<file path="src/rtl/fir_coef_pkg.sv">
// fir_coef_pkg
// Shared definitions for the FIR coefficient controller: register map
// indices, control-word bit positions, write-channel FSM states and the
// pass-through kernel loaded at reset.

package fir_coef_pkg;

    // Word indices decoded from awaddr[7:2]
    localparam logic [5:0] REG_TAP0  = 6'd0;
    localparam logic [5:0] REG_SHIFT = 6'd9;
    localparam logic [5:0] REG_CTRL  = 6'd10;

    // Control register bit positions
    localparam int CTRL_ARM     = 0;
    localparam int CTRL_NOW     = 1;
    localparam int CTRL_CLR_ERR = 2;

    typedef enum logic [1:0] {
        WR_IDLE      = 2'd0,
        WR_HAVE_ADDR = 2'd1,
        WR_HAVE_DATA = 2'd2,
        WR_WRITE     = 2'd3
    } wr_state_e;

    // Reset kernel: unity centre tap, every other tap zero, no shift
    localparam int RST_CENTER_TAP  = 4;
    localparam int RST_CENTER_COEF = 1;
    localparam int RST_SHIFT       = 0;

endpackage

</file>
<file path="src/rtl/fir_coef_axi_wr.sv">
// fir_coef_axi_wr
// AXI4-Lite-style write address/data acceptor. Captures the word index and
// data of one write, then presents them for exactly one cycle on
// wr_en/wr_idx/wr_data.
//
// Ports:
//   clk, rst_n            pixel clock, async active-low reset
//   awaddr/awvalid/awready write address channel (only bits [7:2] kept)
//   wdata/wvalid/wready   write data channel
//   wr_en                 one-cycle strobe, captured write is applied
//   wr_idx, wr_data       captured word index and data
//
// state        | meaning
// WR_IDLE      | both channels open, waiting for address and/or data
// WR_HAVE_ADDR | address captured, waiting for data
// WR_HAVE_DATA | data captured, waiting for address
// WR_WRITE     | both captured, strobe wr_en for one cycle

module fir_coef_axi_wr
    import fir_coef_pkg::*;
#(
    parameter int ADDR_W = 32
) (
    input  logic              clk,
    input  logic              rst_n,
    input  logic [ADDR_W-1:0] awaddr,
    input  logic              awvalid,
    output logic              awready,
    input  logic [31:0]       wdata,
    input  logic              wvalid,
    output logic              wready,
    output logic              wr_en,
    output logic [5:0]        wr_idx,
    output logic [31:0]       wr_data
);

    wr_state_e   state, state_nx;
    logic        rdy_en;
    logic        aw_hs;
    logic        w_hs;
    logic [5:0]  idx_q;
    logic [31:0] data_q;

    logic unused_addr;
    assign unused_addr = ^{awaddr[ADDR_W-1:8], awaddr[1:0]};

    // Readies stay low during the cycle in which reset is released.
    always_ff @(posedge clk or negedge rst_n) begin
        if (!rst_n) begin
            state  <= WR_IDLE;
            rdy_en <= 1'b0;
        end else begin
            state  <= state_nx;
            rdy_en <= 1'b1;
        end
    end

    always_comb begin
        state_nx = state;
        awready  = 1'b0;
        wready   = 1'b0;
        wr_en    = 1'b0;
        case (state)
            WR_IDLE: begin
                awready = rdy_en;
                wready  = rdy_en;
                if (awvalid && rdy_en && wvalid)
                    state_nx = WR_WRITE;
                else if (awvalid && rdy_en)
                    state_nx = WR_HAVE_ADDR;
                else if (wvalid && rdy_en)
                    state_nx = WR_HAVE_DATA;
            end
            WR_HAVE_ADDR: begin
                wready = 1'b1;
                if (wvalid)
                    state_nx = WR_WRITE;
            end
            WR_HAVE_DATA: begin
                awready = 1'b1;
                if (awvalid)
                    state_nx = WR_WRITE;
            end
            WR_WRITE: begin
                wr_en    = 1'b1;
                state_nx = WR_IDLE;
            end
            default: state_nx = WR_IDLE;
        endcase
    end

    assign aw_hs = awvalid && awready;
    assign w_hs  = wvalid && wready;

    always_ff @(posedge clk or negedge rst_n) begin
        if (!rst_n) begin
            idx_q  <= '0;
            data_q <= '0;
        end else begin
            if (aw_hs)
                idx_q <= awaddr[7:2];
            if (w_hs)
                data_q <= wdata;
        end
    end

    assign wr_idx  = idx_q;
    assign wr_data = data_q;

endmodule

</file>
<file path="src/rtl/fir_coef_ctrl.sv">
// fir_coef_ctrl
// Coefficient controller for the 3x3 FIR filter. Bus writes land in a
// shadow bank; the active bank driving the filter is refreshed from the
// shadow only on a commit, either armed for the next vertical-sync rise or
// requested immediately, so the kernel never changes mid-frame.
//
// Ports:
//   clk, rst_n            pixel clock, async active-low reset
//   awaddr..wready        AXI4-Lite-style write address/data channels
//   vs_i                  vertical sync from the video path
//   coef_o                active kernel, tap k at [k*COEF_W +: COEF_W]
//   shift_o               active normalisation shift
//   pending_o             commit armed, waiting for vs rise
//   commit_o              one-cycle pulse after the active bank updates
//   err_o                 sticky, set by a write to an unmapped index

module fir_coef_ctrl
    import fir_coef_pkg::*;
#(
    parameter int NTAPS   = 9,
    parameter int COEF_W  = 8,
    parameter int SHIFT_W = 4,
    parameter int ADDR_W  = 32
) (
    input  logic                    clk,
    input  logic                    rst_n,
    input  logic [ADDR_W-1:0]       awaddr,
    input  logic                    awvalid,
    output logic                    awready,
    input  logic [31:0]             wdata,
    input  logic                    wvalid,
    output logic                    wready,
    input  logic                    vs_i,
    output logic [NTAPS*COEF_W-1:0] coef_o,
    output logic [SHIFT_W-1:0]      shift_o,
    output logic                    pending_o,
    output logic                    commit_o,
    output logic                    err_o
);

    logic              wr_en;
    logic [5:0]        wr_idx;
    logic [31:0]       wr_data;

    logic [COEF_W-1:0] shad_coef [NTAPS];
    logic [COEF_W-1:0] act_coef  [NTAPS];
    logic [SHIFT_W-1:0] shad_shift;
    logic [SHIFT_W-1:0] act_shift;

    logic [NTAPS-1:0]  tap_we;
    logic              shift_we;
    logic              ctrl_we;
    logic              bad_we;
    logic              arm_wr;
    logic              now_wr;
    logic              clr_wr;
    logic              vs_q;
    logic              vs_rise;
    logic              edge_commit;
    logic              do_commit;
    logic              pending_q;
    logic              commit_q;
    logic              err_q;

    logic unused_wdata;
    assign unused_wdata = ^wr_data[31:COEF_W];

    fir_coef_axi_wr #(
        .ADDR_W (ADDR_W)
    ) u_axi_wr (
        .clk     (clk),
        .rst_n   (rst_n),
        .awaddr  (awaddr),
        .awvalid (awvalid),
        .awready (awready),
        .wdata   (wdata),
        .wvalid  (wvalid),
        .wready  (wready),
        .wr_en   (wr_en),
        .wr_idx  (wr_idx),
        .wr_data (wr_data)
    );

    always_comb begin
        tap_we = '0;
        for (int k = 0; k < NTAPS; k++)
            tap_we[k] = wr_en && (wr_idx == REG_TAP0 + 6'(k));
        shift_we = wr_en && (wr_idx == REG_SHIFT);
        ctrl_we  = wr_en && (wr_idx == REG_CTRL);
        bad_we   = wr_en && !(|tap_we) && !shift_we && !ctrl_we;
    end

    assign arm_wr  = ctrl_we && wr_data[CTRL_ARM];
    assign now_wr  = ctrl_we && wr_data[CTRL_NOW];
    assign clr_wr  = ctrl_we && wr_data[CTRL_CLR_ERR];
    assign vs_rise = vs_i && !vs_q;

    // An arm landing on the vs-rise cycle defers the commit to the next
    // frame rather than committing on this edge.
    assign edge_commit = vs_rise && pending_q && !arm_wr;
    assign do_commit   = now_wr || edge_commit;

    always_ff @(posedge clk or negedge rst_n) begin
        if (!rst_n) begin
            vs_q      <= 1'b0;
            pending_q <= 1'b0;
            commit_q  <= 1'b0;
            err_q     <= 1'b0;
        end else begin
            vs_q     <= vs_i;
            commit_q <= do_commit;
            if (now_wr)
                pending_q <= 1'b0;
            else if (arm_wr)
                pending_q <= 1'b1;
            else if (edge_commit)
                pending_q <= 1'b0;
            if (clr_wr)
                err_q <= 1'b0;
            else if (bad_we)
                err_q <= 1'b1;
        end
    end

    // A commit copies the shadow as it stands before any same-cycle write.
    always_ff @(posedge clk or negedge rst_n) begin
        if (!rst_n) begin
            for (int k = 0; k < NTAPS; k++) begin
                shad_coef[k] <= (k == RST_CENTER_TAP) ? COEF_W'(RST_CENTER_COEF) : COEF_W'(0);
                act_coef[k]  <= (k == RST_CENTER_TAP) ? COEF_W'(RST_CENTER_COEF) : COEF_W'(0);
            end
            shad_shift <= SHIFT_W'(RST_SHIFT);
            act_shift  <= SHIFT_W'(RST_SHIFT);
        end else begin
            for (int k = 0; k < NTAPS; k++) begin
                if (tap_we[k])
                    shad_coef[k] <= wr_data[COEF_W-1:0];
                if (do_commit)
                    act_coef[k] <= shad_coef[k];
            end
            if (shift_we)
                shad_shift <= wr_data[SHIFT_W-1:0];
            if (do_commit)
                act_shift <= shad_shift;
        end
    end

    for (genvar g = 0; g < NTAPS; g++) begin : g_coef
        assign coef_o[g*COEF_W +: COEF_W] = act_coef[g];
    end

    assign shift_o   = act_shift;
    assign pending_o = pending_q;
    assign commit_o  = commit_q;
    assign err_o     = err_q;

endmodule

</file>
<file path="config.mk">
export PLATFORM = sky130hd
export DESIGN_NAME = fir_coef_ctrl
export DESIGN_NICKNAME = d
export VERILOG_FILES = /design/src/rtl/fir_coef_pkg.sv /design/src/rtl/fir_coef_axi_wr.sv /design/src/rtl/fir_coef_ctrl.sv
export SDC_FILE = /design/constraint.sdc
export NUM_CORES = 1
export LEC_CHECK = 0
export CORE_ASPECT_RATIO = 1.4
export CORE_UTILIZATION = 50
export DETAILED_ROUTE_END_ITERATION = 16
export DONT_BUFFER_PORTS = 1
export PLACE_DENSITY_LB_ADDON = 0.2
export SETUP_SLACK_MARGIN = 0.4
export SLEW_MARGIN = 25
export SYNTH_ARGS = -nofsm -noshare
export SYNTH_HDL_FRONTEND = slang
export SYNTH_SLANG_ARGS = --single-unit
</file>
<file path="constraint.sdc">
create_clock -name clk -period 3.85 [get_ports clk]
set_input_delay 0.77 -clock clk [delete_from_list [all_inputs] [get_ports clk]]
set_output_delay 0.77 -clock clk [all_outputs]
set_load 0.01 [all_outputs]
</file>
==> results.yml, run 1 <==
outcome:
  status: "finished, final reports clean"
sta:
  min_period_over_period: 0.632
  worst_slew_pin_slew_ns: 0.716
  final_hold_viol_count: 0
  final-setup-viol-count: 0
  rsz0062_at_grt: "false"
  holdWs_ns: 0.0500
  tns_ns: 0
  max_freq_mhz: 411
  finClkSkew_ns: 0.00772
  slew_headroom: 0.522
  period_minus_slack_ns: 2.43
  slew_violations: 0
placed_design:
  portBuffers: 0
  gp_congestion: 0.691
  place_area_mm2: 0.00679
  dp.cells: 572
  dp_hpwl_um: 7580
detailed_routing:
  finalWirelength_um: 12000
  ant_nets: 0
  vias_per_cell: 5.47
  routedWlPerCell_um: 20.0
  drt_iter0_markers: 111
  drc_errors: 0
  vias: 3298
  dr.pass1.iters: 4
clock_tree:
  root_buffer: "clkbuf_16"
  cts_tree: "yes"
  htreeDepth: 4
  cts_buffers: 17
  clk_pin_slew_ns: 0.06
  cts_sinks: 173
  cts_setup_buffers: 0
  ctsResizeCount: 0
  clk_latency_ns: 0.41
  clockBufferDepth: 2
  cts-hold-fix-buffers: 0
pwr:
  p_per_area_mw_per_mm2: 714
  p_seq_frac: 0.538
  clkPwrFrac: 0.325
  p_int_mw: 3.80
  ir_drop_mv: 0.422
  switching_share: 0.280
  p_sw_mw: 1.48
  pwr-share-comb: 0.137
  p_leak_nw: 3.73
setup_path:
  critical-path-max-stage-delay_ns: 0.59
  cp_slowest_cell: "buf_4"
  worst_setup_path_start_kind: "flip-flop"
  arrival_ns: 2.73
  critPathRequiredTime_ns: 4.15
  critical_path.max_fanout: 53
  setup.worst_path.end_class: "flip-flop"
  path_cells: "ha_1 > and3b_1 > and3_1 > o21ai_4 > buf_4 > mux2_2"
  path_class: "flip-flop to flip-flop"
synthesis:
  synth_top_area_share: 0.643
  syn_inst: 412
  synthesis.area_mm2: 0.00666
  synth_area_leaders: "dfrtp_1 (64%), mux2_2 (23%), mux2_1 (4.9%)"
  synth_top_cell_by_area: "dfrtp_1"
  post-synth-top-count-cell: "dfrtp_1"
  synth_common_cells: "dfrtp_1 (171), mux2_2 (137), mux2_1 (29)"
  synthDistinctLibCells: 34
  syn-mean-instance-area_um2: 16.2
  ys_seq_area_frac: 0.651
  yosysWarnings: 0
  synth-edff-count: 0
  synthArstFlopShare: 1.00
  ys.flop_type: "dfrtp_1"
  syn_nets: 485
  ys_seq_elements: 173
grt:
  antenna_found_initial: 0
  busiest_layer: "met2"
  grt_overflow: 0
  grt_max_degree: 174
  track_usage: 0.189
  grt_pass1_wl_um: 19100
  use_met2: 0.292
  met3_usage: 0.0565
  use_met1: 0.240
  grt_pass1_vias: 3358
final_layout:
  layout.nets: 486
  area_growth_syn_to_layout_pct: 10.9
  final_area_mm2: 0.00739
  diodes: 0
  fin_cells: 603
  final_util: 0.571
  fillerInstances: 1047
  drive_gt1_frac: 0.407
worst_hold_path:
  hp-class: "input pin to async pin"
die:
  start_util: 0.515
  die_height_um: 139
  die_w_um: 99.5
  core-area_mm2: 0.0129
  dieArea_mm2: 0.0138
  rows: 49
  ios: 150
run:
  cap_violations: 0
-- logic make-up (layout without fill, tap and decap cells) --
logic type	after synthesis	in the layout	share of synthesized area
simple gates	27	27	0.0244
compound gates	13	13	0.0130
mux	168	168	0.284
other cells	1	1	0.000563
flops	173	173	0.651
fa+ha+maj	4	4	0.00752
buf+inv	26	39	0.0203
-- per-stage QoR --
stage	worst slack, ns	power, mW
5_1_grt	1.28	5.55
4_1_cts	1.39	5.34
6_report	1.42	5.28
2_1_floorplan	1.92	3.32
3_5_place_dp	1.41	3.61
3_3_place_gp	1.46	3.55
-- metal layers --
layer	vias to the layer above	share of wire
met2	81	0.49
li1	1461	-
met5	-	0
met1	1736	0.43
met4	0	0.036
met3	20	0.047
-- power by group through the flow --
stage	logic, mW	registers, mW	clock network [mW]
6_report	0.722	2.84	1.71
5_1_grt	0.800	2.91	1.84
4_1_cts	0.732	2.85	1.76
3_5_place_dp	0.729	2.89	0
3_3_place_gp	0.688	2.86	0
2_1_floorplan	0.754	2.57	0
-- state kept, by name, indices dropped and copies added (netlist names) --
| signal | flops |
|---|---|
| err_o | 1 |
| vs_q | 1 |
| commit_o | 1 |
| coef_o | 72 |
| pending_o | 1 |
| u_axi_wr.rdy_en | 1 |
| u_axi_wr.wr_data | 8 |
| u_axi_wr.wr_idx | 6 |
| u_axi_wr.state | 2 |
| shad_shift | 4 |
| shift_o | 4 |
| shad_coef | 72 |
-- final cells by class --
cell class              count  area (um^2)  area share
multi-input cells         213         2200       0.298
inverters                   6         22.5     0.00305
repair buffers              2         15.0     0.00203
clock inverters            13          165      0.0224
flip-flops and latches    173         4330       0.586
clock buffers              18          429      0.0581
well taps                 178          223      0.0302
-- cells in the final DEF, fill, tap and decap left out, types with 4 or more instances in the layout --
master / synthesis / final
inv_1: 6 / 6
nand2_1: 11 / 11
dfrtp_1: 171 / 171
mux2_1: 29 / 29
clkbuf_16: 0 / 17
ha_1: 4 / 4
mux2_2: 137 / 137
-- worst paths after layout --
kind,from,end,slack (ns),cells after the start
hold / removal,rst_n,coef_o[2]$_DFFE_PN0P_,0.05,0
min in group clk,vs_i,vs_q$_DFF_PN0_,0.38,0
setup reg to reg,u_axi_wr.state[0]$_DFFE_PN0P_,coef_o[65]$_DFFE_PN0P_,1.42,6
max in group asynchronous,rst_n,coef_o[32]$_DFFE_PN1P_,3.48,0
hold reg to reg,shad_coef[34]$_DFFE_PN0P_,coef_o[34]$_DFFE_PN0P_,0.49,1
setup / recovery,u_axi_wr.state[0]$_DFFE_PN0P_,coef_o[65]$_DFFE_PN0P_,1.42,6
-- worst max-delay path: cells and delay by family (launching register included) --
kind / cells / cell delay (ns)
AOI/OAI and AO/OA: 1 / 0.15
adders and majority gates: 1 / 0.25
buffers and inverters: 1 / 0.59
DFF: 1 / 0.42
muxes: 1 / 0.41
and+or+nand+nor: 2 / 0.47
No activity file was read; power rests on OpenSTA's default activity.
==> run 2, diff against run 1 <==
==> constraint.sdc (replaced) <==
create_clock -name clk -period 2.5 [get_ports clk]
set_input_delay 0.5 -clock clk [delete_from_list [all_inputs] [get_ports clk]]
set_output_delay 0.5 -clock clk [all_outputs]
set_load 0.01 [all_outputs]
==> run 2 against run 1 <==
Cell count is 1.8% higher. Utilization rose by 1.6 points. Largest power group unchanged. Sequential power up 51%. Critical endpoint is now coef_o[24]$_DFFE_PN0P_. Fmax increased by 17%. Clock skew increased by 0.0055 ns. Wire length increased by 8.7%. The run now ends with hold timing left. Register-to-register slack worse by 0.99 ns. Combinational power increased by 83%. Clock-buffer cell count up 2.
==> results.yml, run 2 (synthesis gave the netlist of run 1 again) <==
outcome:
  status: "complete, but fails checks"
  violations: "hold timing"
placed_design:
  place_area_mm2: 0.00684
  portBuffers: 0
  dp_hpwl_um: 8000
  gp_congestion: 0.738
setup_path:
  setup.worst_path.end_class: "flip-flop"
  arrival_ns: 2.36
  r2r_slack_ns: 0.43
  worst_setup_path_start_kind: "flip-flop"
  critical_path.max_fanout: 23
  critPathRequiredTime_ns: 2.79
  path_class: "flip-flop to flip-flop"
die:
  die_height_um: 139
  start_util: 0.515
  ios: 150
  core-area_mm2: 0.0129
  rows: 49
  die_w_um: 99.5
  dieArea_mm2: 0.0138
final_layout:
  diodes: 0
  drive_gt1_frac: 0.433
  final_common_cell: "dfrtp_1"
  final_util: 0.587
  layout.nets: 497
  area_growth_syn_to_layout_pct: 14.0
  layout_common_cells: "dfrtp_1 (171), mux2_2 (137), mux2_1 (29)"
  final_area_mm2: 0.00759
grt:
  grt_max_degree: 174
  grt_pass1_wl_um: 21100
  grt_overflow: 0
  antenna_found_initial: 0
  track_usage: 0.207
  grt_pass1_vias: 3738
clock_tree:
  cts_buffers: 17
  clk_pin_slew_ns: 0.07
  cts_tree: "yes"
  clk_latency_ns: 0.42
  root_buffer: "clkbuf_16"
  htreeDepth: 4
  cts_sinks: 173
  clockBufferDepth: 2
sta:
  min_period_over_period: 0.828
  rsz0062_at_grt: "true"
  final-setup-viol-count: 0
  slew_headroom: 0.571
  worst_slew_pin_slew_ns: 0.644
  final_hold_viol_count: 171
  slew_violations: 0
  finClkSkew_ns: 0.0132
  max_freq_mhz: 483
  period_minus_slack_ns: 2.07
  tns_ns: 0
  holdWs_ns: -0.222
detailed_routing:
  dr.pass1.iters: 4
  ant_nets: 0
  vias: 3349
  drt_iter0_markers: 94
  drc_errors: 0
  routedWlPerCell_um: 21.3
  vias_per_cell: 5.45
  finalWirelength_um: 13100
pwr:
  p_leak_nw: 3.80
  p_per_area_mw_per_mm2: 1080
  ir_drop_mv: 0.726
run:
  cap_violations: 0
worst_hold_path:
  hp-class: "input pin to async pin"
==> run 2: where the power goes <==
group / switching [mW] / total, mW / internal, mW
Clock: 1.08 / 2.59 / 1.51
Combinational: 0.518 / 1.32 / 0.800
Sequential: 0.747 / 4.30 / 3.56
Total: 2.35 / 8.21 / 5.86
==> run 2: repair_timing <==
item                                    CTS  global route
setup buffers                             4             1
gates resized for setup                   4             5
cloned                                    2             1
pin swaps                                 2             2
hold endpoints to repair                173           172
endpoints found under the setup margin   49            44
==> run 2: metrics by stage <==
| step | cells | setup WS [ns] | power, mW |
|---|---|---|---|
| final | 614 | 0.430 | 8.21 |
| after global routing | 614 | 0.368 | 8.66 |
| after CTS | 612 | 0.411 | 8.27 |
| after detailed placement | 575 | 0.311 | 5.62 |
| after global placement | 575 | 0.367 | 5.49 |
| after floorplan | 412 | 0.570 | 5.11 |
==> run 2: final timing paths <==
kind,start,cells past startpoint,end
setup / recovery,u_axi_wr.state[0]$_DFFE_PN0P_,6,coef_o[24]$_DFFE_PN0P_
hold / removal,rst_n,0,coef_o[10]$_DFFE_PN0P_
max in group asynchronous,rst_n,0,coef_o[32]$_DFFE_PN1P_
min in group clk,vs_i,0,vs_q$_DFF_PN0_
setup reg to reg,u_axi_wr.state[0]$_DFFE_PN0P_,6,coef_o[24]$_DFFE_PN0P_
hold reg to reg,shad_coef[48]$_DFFE_PN0P_,1,coef_o[16]$_DFFE_PN0P_
==> run 2: per-layer routing <==
metal  global-route usage  part of all wire  wire length (um)  up-vias
met5                    0                 0                 0        -
met4               0.0689             0.018               235        0
met3               0.0625             0.042               549       15
met2                0.343              0.52              6740       76
met1                0.259              0.42              5560     1788
li1                     -                 -                 -     1470
==> run 2: layout make-up <==
| class | instances | area, um^2 |
|---|---|---|
| sequential | 173 | 4330 |
| inverter | 6 | 22.5 |
| multi-input combinational | 213 | 2220 |
| tap | 178 | 223 |
| fill | 1012 | 5340 |
| clock inverter | 11 | 135 |
| timing repair buffer | 13 | 213 |
| clock buffer | 20 | 447 |
==> run 2: critical path: stages (launching register included) <==
cell and delay, ns:
dfrtp_1 0.39, ha_2 0.21, and3b_2 0.23, and3_4 0.20, o21ai_4 0.21, bufbuf_16 0.36
mux2_1 0.34
==> run 3, diff against run 2 <==
--- a/config.mk
+++ b/config.mk
@@ -5,6 +5,7 @@
 export SDC_FILE = /design/constraint.sdc
 export NUM_CORES = 1
 export LEC_CHECK = 0
+export ABC_AREA = 1
 export CORE_ASPECT_RATIO = 1.4
 export CORE_UTILIZATION = 50
 export DETAILED_ROUTE_END_ITERATION = 16
==> constraint.sdc (replaced) <==
create_clock -name clk -period 1.8 [get_ports clk]
set_input_delay 0.36 -clock clk [delete_from_list [all_inputs] [get_ports clk]]
set_output_delay 0.36 -clock clk [all_outputs]
set_load 0.01 [all_outputs]
==> run 3 against run 2 <==
The flow still finishes with violations (hold timing). Cell count is 50% higher. Clock-buffer cell count is 1 higher. Critical path type unchanged. Sequential power is 30% higher. Clock power is 39% higher. Register-to-register slack worse by 0.35 ns.
==> results.yml, run 3 <==
final_layout:
  fin_cells: 921
  layout.nets: 829
  diodes: 0
  final_util: 0.662
  layout_common_cells: "nand2_1 (288), dfrtp_1 (168), o21ai_0 (58)"
  final_common_cell: "nand2_1"
  drive_gt1_frac: 0.228
  area_growth_syn_to_layout_pct: 28.7
setup_path:
  worst_setup_path_start_kind: "flip-flop"
  cp_num_buf_inv: 2
  r2r_slack_ns: 0.08
  cp.depth: 10
  r2r_start: "u_axi_wr.state[1]$_DFFE_PN0P_"
  crit_start: "u_axi_wr.state[1]$_DFFE_PN0P_"
  reg2reg_depth: 10
  cp_slowest_cell: "dfrtp_1"
  critical_path.max_fanout: 9
  r2r-end: "coef_o[33]$_DFFE_PN0P_"
  critPathRequiredTime_ns: 2.11
  critical-path-max-stage-delay_ns: 0.43
  path_delay_family: "simple AND/OR/NAND/NOR gates"
  path_cells: "ha_4 > nand3_4 > nor2_4 > nand2_2 > nand2_4 > buf_12 > nand2_8 > buf_12 > nand2_1 > nand2_1"
  path_class: "flip-flop to flip-flop"
  arrival_ns: 2.03
  setup.worst_path.end_class: "flip-flop"
  cp-endpoint: "coef_o[33]$_DFFE_PN0P_"
sta:
  slew_violations: 0
  tns_ns: 0
  slew_headroom: 0.599
  rsz0062_at_grt: "true"
  min_period_over_period: 0.955
  max_freq_mhz: 582
  worst_slew_pin_slew_ns: 0.602
  holdWs_ns: -0.369
  period_minus_slack_ns: 1.72
  final_hold_viol_count: 173
  final-setup-viol-count: 0
  finClkSkew_ns: 0.0101
clock_tree:
  htreeDepth: 4
  cts_sinks: 173
  root_buffer: "clkbuf_16"
  clk_latency_ns: 0.42
  cts_buffers: 17
  clk_pin_slew_ns: 0.07
  cts_tree: "yes"
  clockBufferDepth: 2
  cts-hold-fix-buffers: 1
pwr:
  p_seq_frac: 0.470
  p_per_area_mw_per_mm2: 1400
  clkPwrFrac: 0.303
  p_sw_mw: 3.98
  p_int_mw: 7.93
  ir_drop_mv: 1.05
  p_leak_nw: 4.50
  pwr-share-comb: 0.227
  switching_share: 0.334
synthesis:
  yosysWarnings: 0
  synthDistinctLibCells: 21
  synth_area_leaders: "dfrtp_1 (65%), nand2_1 (19%), o21ai_0 (6.1%)"
  ys.flop_type: "dfrtp_1"
  synth_common_cells: "nand2_1 (341), dfrtp_1 (171), o21ai_0 (81)"
  ys_seq_elements: 173
  post-synth-top-count-cell: "nand2_1"
  synth_top_area_share: 0.646
  synth_top_cell_by_area: "dfrtp_1"
  synthArstFlopShare: 1.00
  ys_seq_area_frac: 0.654
  syn_nets: 785
  syn-mean-instance-area_um2: 9.30
  synth-edff-count: 0
  synthesis.area_mm2: 0.00662
  syn_inst: 712
die:
  core-area_mm2: 0.0129
  die_w_um: 99.3
  ios: 150
  dieArea_mm2: 0.0137
  rows: 49
  start_util: 0.514
  die_height_um: 138
outcome:
  status: "complete, but fails checks"
  violations: "hold timing"
detailed_routing:
  routedWlPerCell_um: 19.9
  finalWirelength_um: 18300
  drc_errors: 0
  dr.pass1.iters: 5
  drt_iter0_markers: 357
  ant_nets: 0
  vias: 5067
  vias_per_cell: 5.50
worst_hold_path:
  hp-class: "input pin to async pin"
placed_design:
  dp.cells: 844
  gp_congestion: 0.792
  portBuffers: 0
  dp_hpwl_um: 8420
grt:
  antenna_found_initial: 0
  grt_overflow: 0
  grt_pass1_wl_um: 23100
  grt_max_degree: 174
  grt_pass1_vias: 4506
  track_usage: 0.221
run:
  cap_violations: 0
run 3: changes by cell type after synthesis, moves of 9 or more:
cell,previous run,this run
a21oi_1,2,16
clkbuf_1,6,15
inv_1,6,21
mux2_1,29,0
mux2_2,137,0
nand2_1,11,341
nor2_1,1,29
o21ai_0,3,81
run 3: area by class of cell:
cell class | count | area (um^2)
fillers | 1001 | 4350
clock inverters | 10 | 115
repair buffers | 51 | 831
clock buffers | 21 | 470
well taps | 153 | 191
inverters | 22 | 82.6
multi-input cells | 491 | 2500
flip-flops and latches | 173 | 4340
run 3: kinds of logic (layout without fill, tap and decap cells):
group,count (synthesis),count (layout),share of synthesized area
buf+inv,53,104,0.0404
compound gates,98,98,0.0743
fa+ha+maj,4,4,0.00756
flops,173,173,0.654
simple gates,383,388,0.223
other cells,1,1,0.000566
run 3: power by group through the flow:
stage / Sequential (mW) / Combinational, mW / Clock [mW]
after floorplan: 5.38 / 1.34 / 0
after global placement: 5.50 / 1.70 / 0
after detailed placement: 5.55 / 1.80 / 0
after CTS: 5.48 / 2.07 / 3.64
after global routing: 5.69 / 2.97 / 3.80
final: 5.60 / 2.70 / 3.61
run 3: layer usage:
layer  wire (um)  vias up  GRT usage
met5           0        -          0
met4         435        0     0.0882
met3        1190       30     0.0576
met2        9600      202      0.372
met1        7090     2504      0.271
li1            -     2331          -
run 3: timing repair:
action	in CTS	in global routing
buffers inserted	5	13
endpoints found under the setup margin	165	166
pin swaps	1	26
endpoints found under the hold margin	174	173
cloned	2	25
resized for setup	31	135
run 3: how the worst min path moves through the flow:
stage	slack (ns)	to
2_1_floorplan	0.06	coef_o[0]$_DFFE_PN0P_
3_3_place_gp	0.07	coef_o[18]$_DFFE_PN0P_
3_5_place_dp	0.07	coef_o[18]$_DFFE_PN0P_
4_1_cts	-0.38	shad_coef[4]$_DFFE_PN0P_
5_1_grt	-0.38	coef_o[30]$_DFFE_PN0P_
6_report	-0.37	shad_shift[0]$_DFFE_PN0P_
run 3: stage by stage:
step	setup slack [ns]	area, um^2	hold slack [ns]	power [mW]
3_5_place_dp	0.160	6750	0.0686	7.34
3_3_place_gp	0.190	6750	0.0696	7.20
4_1_cts	0.134	7510	-0.383	11.2
6_report	0.0816	8530	-0.369	11.9
2_1_floorplan	0.351	6650	0.0644	6.72
5_1_grt	0.0389	8530	-0.382	12.5
